`config.mk`:
```
export PLATFORM = sky130hd
export DESIGN_NAME = id_ex_stage
export DESIGN_NICKNAME = d
export VERILOG_FILES = /design/src/rtl/riscv_pkg.sv /design/src/rtl/hazard_unit.sv /design/src/rtl/id_ex_stage.sv
export SDC_FILE = /design/constraint.sdc
export NUM_CORES = 1
export LEC_CHECK = 0
export ABC_AREA = 1
export CELL_PAD_IN_SITES_DETAIL_PLACEMENT = 2
export CELL_PAD_IN_SITES_GLOBAL_PLACEMENT = 2
export CORE_AREA = 2 2 241 243
export DETAILED_ROUTE_END_ITERATION = 8
export DIE_AREA = 0 0 243 245
export PLACE_DENSITY_LB_ADDON = 0.3
export SLEW_MARGIN = 20
export SYNTH_ARGS = -nofsm -noshare
export SYNTH_HDL_FRONTEND = slang
export SYNTH_HIERARCHICAL = 1
export SYNTH_SLANG_ARGS = --single-unit
```
`constraint.sdc`:
```
create_clock -name clk -period 2.82 [get_ports clk]
set_input_delay 0.423 -clock clk [delete_from_list [all_inputs] [get_ports clk]]
set_output_delay 0.423 -clock clk [all_outputs]
set_load 0.01 [all_outputs]
```
`src/rtl/riscv_pkg.sv`:
```
// Shared RV64I+Zba pipeline definitions: opcodes, branch/jump encodings,
// ALU selects and the decoded control bundle carried down the pipeline.
package riscv_pkg;

    // Major opcodes (instruction[6:0])
    localparam logic [6:0] OP_R      = 7'h33;
    localparam logic [6:0] OP_IMM    = 7'h13;
    localparam logic [6:0] OP_LOAD   = 7'h03;
    localparam logic [6:0] OP_STORE  = 7'h23;
    localparam logic [6:0] OP_BRANCH = 7'h63;
    localparam logic [6:0] OP_LUI    = 7'h37;
    localparam logic [6:0] OP_AUIPC  = 7'h17;
    localparam logic [6:0] OP_JAL    = 7'h6F;
    localparam logic [6:0] OP_JALR   = 7'h67;

    // Branch condition encoding (0 = not a branch)
    localparam logic [2:0] BR_NONE = 3'd0;
    localparam logic [2:0] BR_BEQ  = 3'd1;
    localparam logic [2:0] BR_BNE  = 3'd2;
    localparam logic [2:0] BR_BLT  = 3'd3;
    localparam logic [2:0] BR_BGE  = 3'd4;
    localparam logic [2:0] BR_BLTU = 3'd5;
    localparam logic [2:0] BR_BGEU = 3'd6;

    // Jump encoding (0 = not a jump)
    localparam logic [1:0] JMP_NONE = 2'd0;
    localparam logic [1:0] JMP_JAL  = 2'd1;
    localparam logic [1:0] JMP_JALR = 2'd2;

    // ALU operation selects
    localparam logic [4:0] ALU_ADD    = 5'd0;
    localparam logic [4:0] ALU_SUB    = 5'd1;
    localparam logic [4:0] ALU_SLL    = 5'd2;
    localparam logic [4:0] ALU_SLT    = 5'd3;
    localparam logic [4:0] ALU_SLTU   = 5'd4;
    localparam logic [4:0] ALU_XOR    = 5'd5;
    localparam logic [4:0] ALU_SRL    = 5'd6;
    localparam logic [4:0] ALU_SRA    = 5'd7;
    localparam logic [4:0] ALU_OR     = 5'd8;
    localparam logic [4:0] ALU_AND    = 5'd9;
    localparam logic [4:0] ALU_ADDW   = 5'd10;
    localparam logic [4:0] ALU_SUBW   = 5'd11;
    localparam logic [4:0] ALU_SH1ADD = 5'd12;
    localparam logic [4:0] ALU_SH2ADD = 5'd13;
    localparam logic [4:0] ALU_SH3ADD = 5'd14;
    localparam logic [4:0] ALU_ADDUW  = 5'd15;
    localparam logic [4:0] ALU_PASSB  = 5'd16;

    // Decoded control bundle, registered as one unit by ID/EX
    typedef struct packed {
        logic       reg_write;
        logic       mem_read;
        logic       mem_write;
        logic       mem_to_reg;
        logic       alu_src;
        logic [2:0] branch;
        logic [1:0] jump;
        logic [4:0] alu_op;
    } ctrl_t;

    localparam ctrl_t CTRL_BUBBLE = '0;

    // Instructions without an rs1 field: LUI, AUIPC, JAL
    function automatic logic opcode_uses_rs1(input logic [6:0] opcode);
        return !(opcode == OP_LUI || opcode == OP_AUIPC || opcode == OP_JAL);
    endfunction

    // Only R-type, stores and branches read rs2
    function automatic logic opcode_uses_rs2(input logic [6:0] opcode);
        return (opcode == OP_R || opcode == OP_STORE || opcode == OP_BRANCH);
    endfunction

endpackage

```
`src/rtl/hazard_unit.sv`:
```
// Load-use hazard detection between the instruction in ID and a load in EX.
// Purely combinational; shared with the forwarding logic.
module hazard_unit
    import riscv_pkg::*;
(
    input  logic       id_valid,
    input  logic [6:0] id_opcode,
    input  logic [4:0] id_rs1,
    input  logic [4:0] id_rs2,
    input  logic       ex_valid,
    input  logic       ex_mem_read,
    input  logic [4:0] ex_rd,
    input  logic       flush,
    output logic       load_use_stall
);

    logic uses_rs1;
    logic uses_rs2;
    logic rs1_hit;
    logic rs2_hit;

    // Decode which source registers ID reads and compare against the load target
    always_comb begin
        // NOTE: every signal gets a default first so no path can infer a latch.
        uses_rs1       = opcode_uses_rs1(id_opcode);
        uses_rs2       = opcode_uses_rs2(id_opcode);
        rs1_hit        = uses_rs1 && (ex_rd == id_rs1);
        rs2_hit        = uses_rs2 && (ex_rd == id_rs2);
        load_use_stall = 1'b0;
        if (id_valid && ex_valid && ex_mem_read && (ex_rd != 5'd0) && !flush)
            load_use_stall = rs1_hit || rs2_hit;
    end

endmodule

```
`src/rtl/id_ex_stage.sv`:
```
// ID/EX pipeline register of the RV64I+Zba 5-stage pipeline.
// Registers decoded control and operands for EX, inserts one bubble on a
// load-use hazard, holds on downstream stall, squashes on flush, and keeps a
// saturating count of load-use bubbles.
module id_ex_stage
    import riscv_pkg::*;
#(
    parameter int XLEN  = 64,
    parameter int CNT_W = 32
) (
    input  logic             clk,
    input  logic             rst_n,
    input  logic             id_valid,
    input  logic [6:0]       id_opcode,
    input  logic [2:0]       id_funct3,
    input  logic [XLEN-1:0]  id_pc,
    input  logic [4:0]       id_rs1,
    input  logic [4:0]       id_rs2,
    input  logic [4:0]       id_rd,
    input  logic [XLEN-1:0]  id_rs1_data,
    input  logic [XLEN-1:0]  id_rs2_data,
    input  logic [XLEN-1:0]  id_imm,
    input  logic             id_reg_write,
    input  logic             id_mem_read,
    input  logic             id_mem_write,
    input  logic             id_mem_to_reg,
    input  logic             id_alu_src,
    input  logic [2:0]       id_branch,
    input  logic [1:0]       id_jump,
    input  logic [4:0]       id_alu_op,
    input  logic             ex_stall,
    input  logic             flush,
    output logic             id_ready,
    output logic             load_use_stall,
    output logic             ex_valid,
    output logic [XLEN-1:0]  ex_pc,
    output logic [XLEN-1:0]  ex_rs1_data,
    output logic [XLEN-1:0]  ex_rs2_data,
    output logic [XLEN-1:0]  ex_imm,
    output logic [4:0]       ex_rs1,
    output logic [4:0]       ex_rs2,
    output logic [4:0]       ex_rd,
    output logic [2:0]       ex_funct3,
    output logic             ex_reg_write,
    output logic             ex_mem_read,
    output logic             ex_mem_write,
    output logic             ex_mem_to_reg,
    output logic             ex_alu_src,
    output logic [2:0]       ex_branch,
    output logic [1:0]       ex_jump,
    output logic [4:0]       ex_alu_op,
    output logic [CNT_W-1:0] bubble_count
);

    // Everything the EX slot holds, cleared as a unit for bubbles and flushes
    typedef struct packed {
        logic            valid;
        ctrl_t           ctrl;
        logic [XLEN-1:0] pc;
        logic [XLEN-1:0] rs1_data;
        logic [XLEN-1:0] rs2_data;
        logic [XLEN-1:0] imm;
        logic [4:0]      rs1;
        logic [4:0]      rs2;
        logic [4:0]      rd;
        logic [2:0]      funct3;
    } slot_t;

    slot_t            slot_q;
    slot_t            slot_d;
    ctrl_t            id_ctrl;
    logic [CNT_W-1:0] bubble_q;

    hazard_unit u_hazard (
        .id_valid       (id_valid),
        .id_opcode      (id_opcode),
        .id_rs1         (id_rs1),
        .id_rs2         (id_rs2),
        .ex_valid       (slot_q.valid),
        .ex_mem_read    (slot_q.ctrl.mem_read),
        .ex_rd          (slot_q.rd),
        .flush          (flush),
        .load_use_stall (load_use_stall)
    );

    assign id_ready = !ex_stall && !load_use_stall && !flush;

    // Bundle the ID fields; an invalid ID slot carries no control so it cannot act
    always_comb begin
        id_ctrl = '{
            reg_write:  id_reg_write,
            mem_read:   id_mem_read,
            mem_write:  id_mem_write,
            mem_to_reg: id_mem_to_reg,
            alu_src:    id_alu_src,
            branch:     id_branch,
            jump:       id_jump,
            alu_op:     id_alu_op
        };
        slot_d = '{
            valid:    id_valid,
            ctrl:     id_valid ? id_ctrl : CTRL_BUBBLE,
            pc:       id_pc,
            rs1_data: id_rs1_data,
            rs2_data: id_rs2_data,
            imm:      id_imm,
            rs1:      id_rs1,
            rs2:      id_rs2,
            rd:       id_rd,
            funct3:   id_funct3
        };
    end

    // EX slot update: flush, then stall-hold, then load-use bubble, then capture
    always_ff @(posedge clk or negedge rst_n) begin
        // NOTE: the whole slot is reset, not only valid, so EX never sees stale
        // operands or indices out of reset; sequential state uses <= only.
        if (!rst_n)
            slot_q <= '0;
        else if (flush)
            slot_q <= '0;
        else if (ex_stall)
            slot_q <= slot_q;
        else if (load_use_stall)
            slot_q <= '0;
        else
            slot_q <= slot_d;
    end

    // Count inserted load-use bubbles, sticking at all-ones
    always_ff @(posedge clk or negedge rst_n) begin
        if (!rst_n)
            bubble_q <= '0;
        else if (!flush && !ex_stall && load_use_stall && (bubble_q != '1))
            bubble_q <= bubble_q + 1'b1;
    end

    assign bubble_count  = bubble_q;
    assign ex_valid      = slot_q.valid;
    assign ex_pc         = slot_q.pc;
    assign ex_rs1_data   = slot_q.rs1_data;
    assign ex_rs2_data   = slot_q.rs2_data;
    assign ex_imm        = slot_q.imm;
    assign ex_rs1        = slot_q.rs1;
    assign ex_rs2        = slot_q.rs2;
    assign ex_rd         = slot_q.rd;
    assign ex_funct3     = slot_q.funct3;
    assign ex_reg_write  = slot_q.ctrl.reg_write;
    assign ex_mem_read   = slot_q.ctrl.mem_read;
    assign ex_mem_write  = slot_q.ctrl.mem_write;
    assign ex_mem_to_reg = slot_q.ctrl.mem_to_reg;
    assign ex_alu_src    = slot_q.ctrl.alu_src;
    assign ex_branch     = slot_q.ctrl.branch;
    assign ex_jump       = slot_q.ctrl.jump;
    assign ex_alu_op     = slot_q.ctrl.alu_op;

endmodule

```
==> results.txt <==
- GRT overflow: 0
- Startpoint of the worst register-to-register path: ex_rd[2]
* Slack of the critical path: 0.1956 ns
- For this design the top-level I/O count stands at around 630.
- Final Net Count: 2022
- In this run, the combinational gates consume roughly 14% of the power.
- Layout fillers: 6059
- Summed over all layers, the routed wires come to 60750 µm.
* Detail-routed net length per standard cell: 24.05 µm
- Entering global routing, the biggest net connects 176 pins.
- Gate Count Post-Synth: 1101
- Final-layout worst hold slack: 0.3580 ns
- The worst hold path was traced through 2 stages.
- Iter 0 DRT Violations: 668
- Starting utilization of the core area: 22.85%
* CTS Root Buffer Type: clkbuf_16
- Standard-cell row count: 88
- Clk_skew: 0.03801 ns
- At the worst endpoint, the arrival time is 2.20 ns.
- Buffers placed on the I/O ports in this run total 624.
- The die is about 250 µm tall.
* Detail Route Antenna Nets: 0
- The routed layout has 12300 vias.
* Total nets after synthesis: 1403
- Run status: finished, final reports clean
- At the later pin of the worst-skew pair, clock insertion delay measures ~0.58 ns.
* Highest-count cells in the layout ignoring fill and taps: 620 x clkdlybuf4s50_1, 318 x dfrtp_1, 275 x a32o_1
- Design internal power: 0.009285 W
* CTS max path bufs: 3
- The initial antenna violation count was 14.
* Most frequent standard cell in the layout excluding fill and tap cells: clkdlybuf4s50_1
* Clk slew on worst S/H paths: 0.06 ns
- After routing, the total negative slack on setup checks comes to 0 ns.
* Cell Chain, Critical Path: xnor2_2 > nand3_2 > nor2_1 > nor2_2 > nor2_4 > inv_1 > nand2_2 > inv_8 > dlygate4sd2_1
* Final clock period utilization by the worst path: 93.06%
- Worst slew margin: around a third
- Setup violations remaining at the end of the flow were counted as 0.
- Cells with a size suffix above 1 make up 8.571% of the layout.
* Fin area: about 22000 µm²
- HPWL Detailed: ~44000 µm
- The worst register-to-register path has a depth of 14.
- Class of the tightest hold or removal check: input port to register
- Sequential Power Share: 40.3%
- In this run, placement finished with an instance count of 2438.
- IR drop worst, VDD: 0.0003976 V
- The first global-routing pass estimated 90920 µm of wire.
- The number of hold-slack violations in the final timing report came to 0.
* CP startpoint kind: register
- Worst Hold Path EP: ex_rs2_data[63]
- Vias in the first global route: about 14000
- LEAKAGE: 9.045 nW
- The critical path is of the register to primary output type.
- In the routed layout, each cell is associated on average with a via count of 4.869.
- Seq. cell area: 8063 µm²
- Seq/Total Area, Yosys: 61.82%
* Critical Path RT: between 2 and 2.5 ns
* Number of sinks handled by clock tree synthesis: around 320
* Critical Path Fanout Max: 6
- Setup repair after global routing left no endpoint under its margin.
* Area grow syn2layout: 67.93%
- DIE AREA: 59540 µm²
- Overall die width: 243 µm
* Avg Cell Area, Syn: ~12 µm²
* Max stage delay cell, worst path: dfrtp_2
- Core area: 57030 µm²
- The count of final max-slew check failures came to 0.
- Number of buffers created by CTS: 41
- The worst register-to-register path ends at bubble_count[23].
- The congestion estimate from routability-driven global placement came to 0.8290.
- In this run, distinct cell masters in the synthesized netlist total 26.
* Yosys reg bits: 322
* Highest attainable clock frequency: 381.0 MHz
* HP Start: ex_stall
- Max-cap violations in this run came to 0.
- Power per unit of standard cell area: between 500 and 600 nW/µm²
- CTS H-Tree Depth: 2
- The first detailed-routing pass ran for 5 iterations.
- CTS tree: yes
* Largest incremental delay on the critical path: 0.47 ns
- Number of warnings printed during yosys synthesis: 6
- Placement-stage cell area: 20350 µm²
* Residual DRC: 0
- Minimum clock period after layout: 2.624 ns
* Post-Place Worst Slack: -0.3255 ns
- The multi-input combinational cells in the finished layout cover a total of 4390 µm².
* Net switching power of the design: 0.003112 W
* Clock network fraction of design power: between 40% and 50%
* Number of standard cells in the final layout excluding fillers: roughly 2500
* Synth Cell Area: 13030 µm²
* Type of destination of the critical path: primary output
- Switching share of power: 25.10%
* Setup slack of the most critical reg-to-reg path: 0.53 ns
- GR Util All Layers: 19.87%
* Slew at the pin closest to its max-slew limit: roughly 1 ns
power groups by stage:
stage	Clock, W	Combinational (W)	Sequential, W
after detailed placement	0	0.00177	0.00508
after global placement	0	0.00175	0.00506
final	0.00563	0.00176	0.00500
after CTS	0.00580	0.00179	0.00500
after global routing	0.00598	0.00188	0.00503
after floorplan	0	0.000404	0.00517
cell type report:
| cell class | instances | area share (%) |
|---|---|---|
| antenna | 11 | 0.1258 |
| sequential | 322 | 36.84 |
| tap | 765 | 4.373 |
| inverter | 43 | 0.8060 |
| timing repair buffer | 679 | 31.21 |
| clock buffer | 61 | 5.722 |
| clock inverter | 12 | 0.8689 |
| multi-input combinational | 633 | 20.06 |
cells in the mapped netlist (all sizes together):
cell type,n,share of area (%)
a21oi,2,0.077
a32o,275,21
and2,1,0.048
buf,40,1.6
clkbuf,63,1.8
dfrtp,322,62
ha,1,0.096
inv,43,1.2
nand2,188,5.6
nand3,56,2.2
nand3b,7,0.40
nand4,8,0.38
nor2,72,2.2
nor3,5,0.23
o21ai,4,0.15
xnor2,12,0.81
xor2,2,0.13
through the flow:
stage	utilization [%]	power, W
6_report	38.38	0.01240
5_1_grt	38.37	0.01290
4_1_cts	38.29	0.01260
3_5_place_dp	35.68	0.006851
3_3_place_gp	35.68	0.006809
2_1_floorplan	-	0.005569
logic make-up (layout without fill, tap and decap cells):
logic type | count (synthesis) | after routing | share of synthesized area [%]
buf+inv | 146 | 795 | 4.646
fa+ha+maj | 1 | 1 | 0.09598
other cells | 0 | 11 | 0
flops | 322 | 322 | 61.82
xor+xnor | 14 | 14 | 0.9408
compound gates | 281 | 281 | 21.35
simple gates | 337 | 337 | 11.15
worst max-delay path: cells and delay by family (launching register included):
kind / cells / cell delay (ns)
DFF: 1 / 0.47
buffers and inverters: 3 / 0.42
xor gates and xnor gates: 1 / 0.23
and+or+nand+nor: 5 / 0.54
how the worst max path moves through the flow:
stage | start | end | slack, ns | depth (start not counted)
floorplan | ex_rd[2] | id_ready | 0.75 | 10
global placement | id_rs2[3] | id_ready | -0.33 | 13
detailed placement | id_rs2[3] | id_ready | -0.33 | 13
CTS | ex_rd[0] | id_ready | 0.008 | 11
global route | ex_rd[3] | id_ready | 0.04 | 12
finish | ex_rd[2] | id_ready | 0.20 | 9
routing by layer:
metal  wire length, µm  track usage [%]  up-vias
met4              2120            7.831        4
met5                24                0        -
li1                  -                -     5391
met2             30840            34.65      473
met1             22610            21.91     6321
met3              5156            7.369      111
repair_timing:
item / in CTS / in global routing
pin swaps: 1 / 1
setup buffers: 2 / 1
gates resized for setup: 10 / 1
endpoints found under the hold margin: 57 / 0
setup endpoints to repair: 2 / 1
hold buffers: 1 / 0
Power figures use the tool's default switching activity.
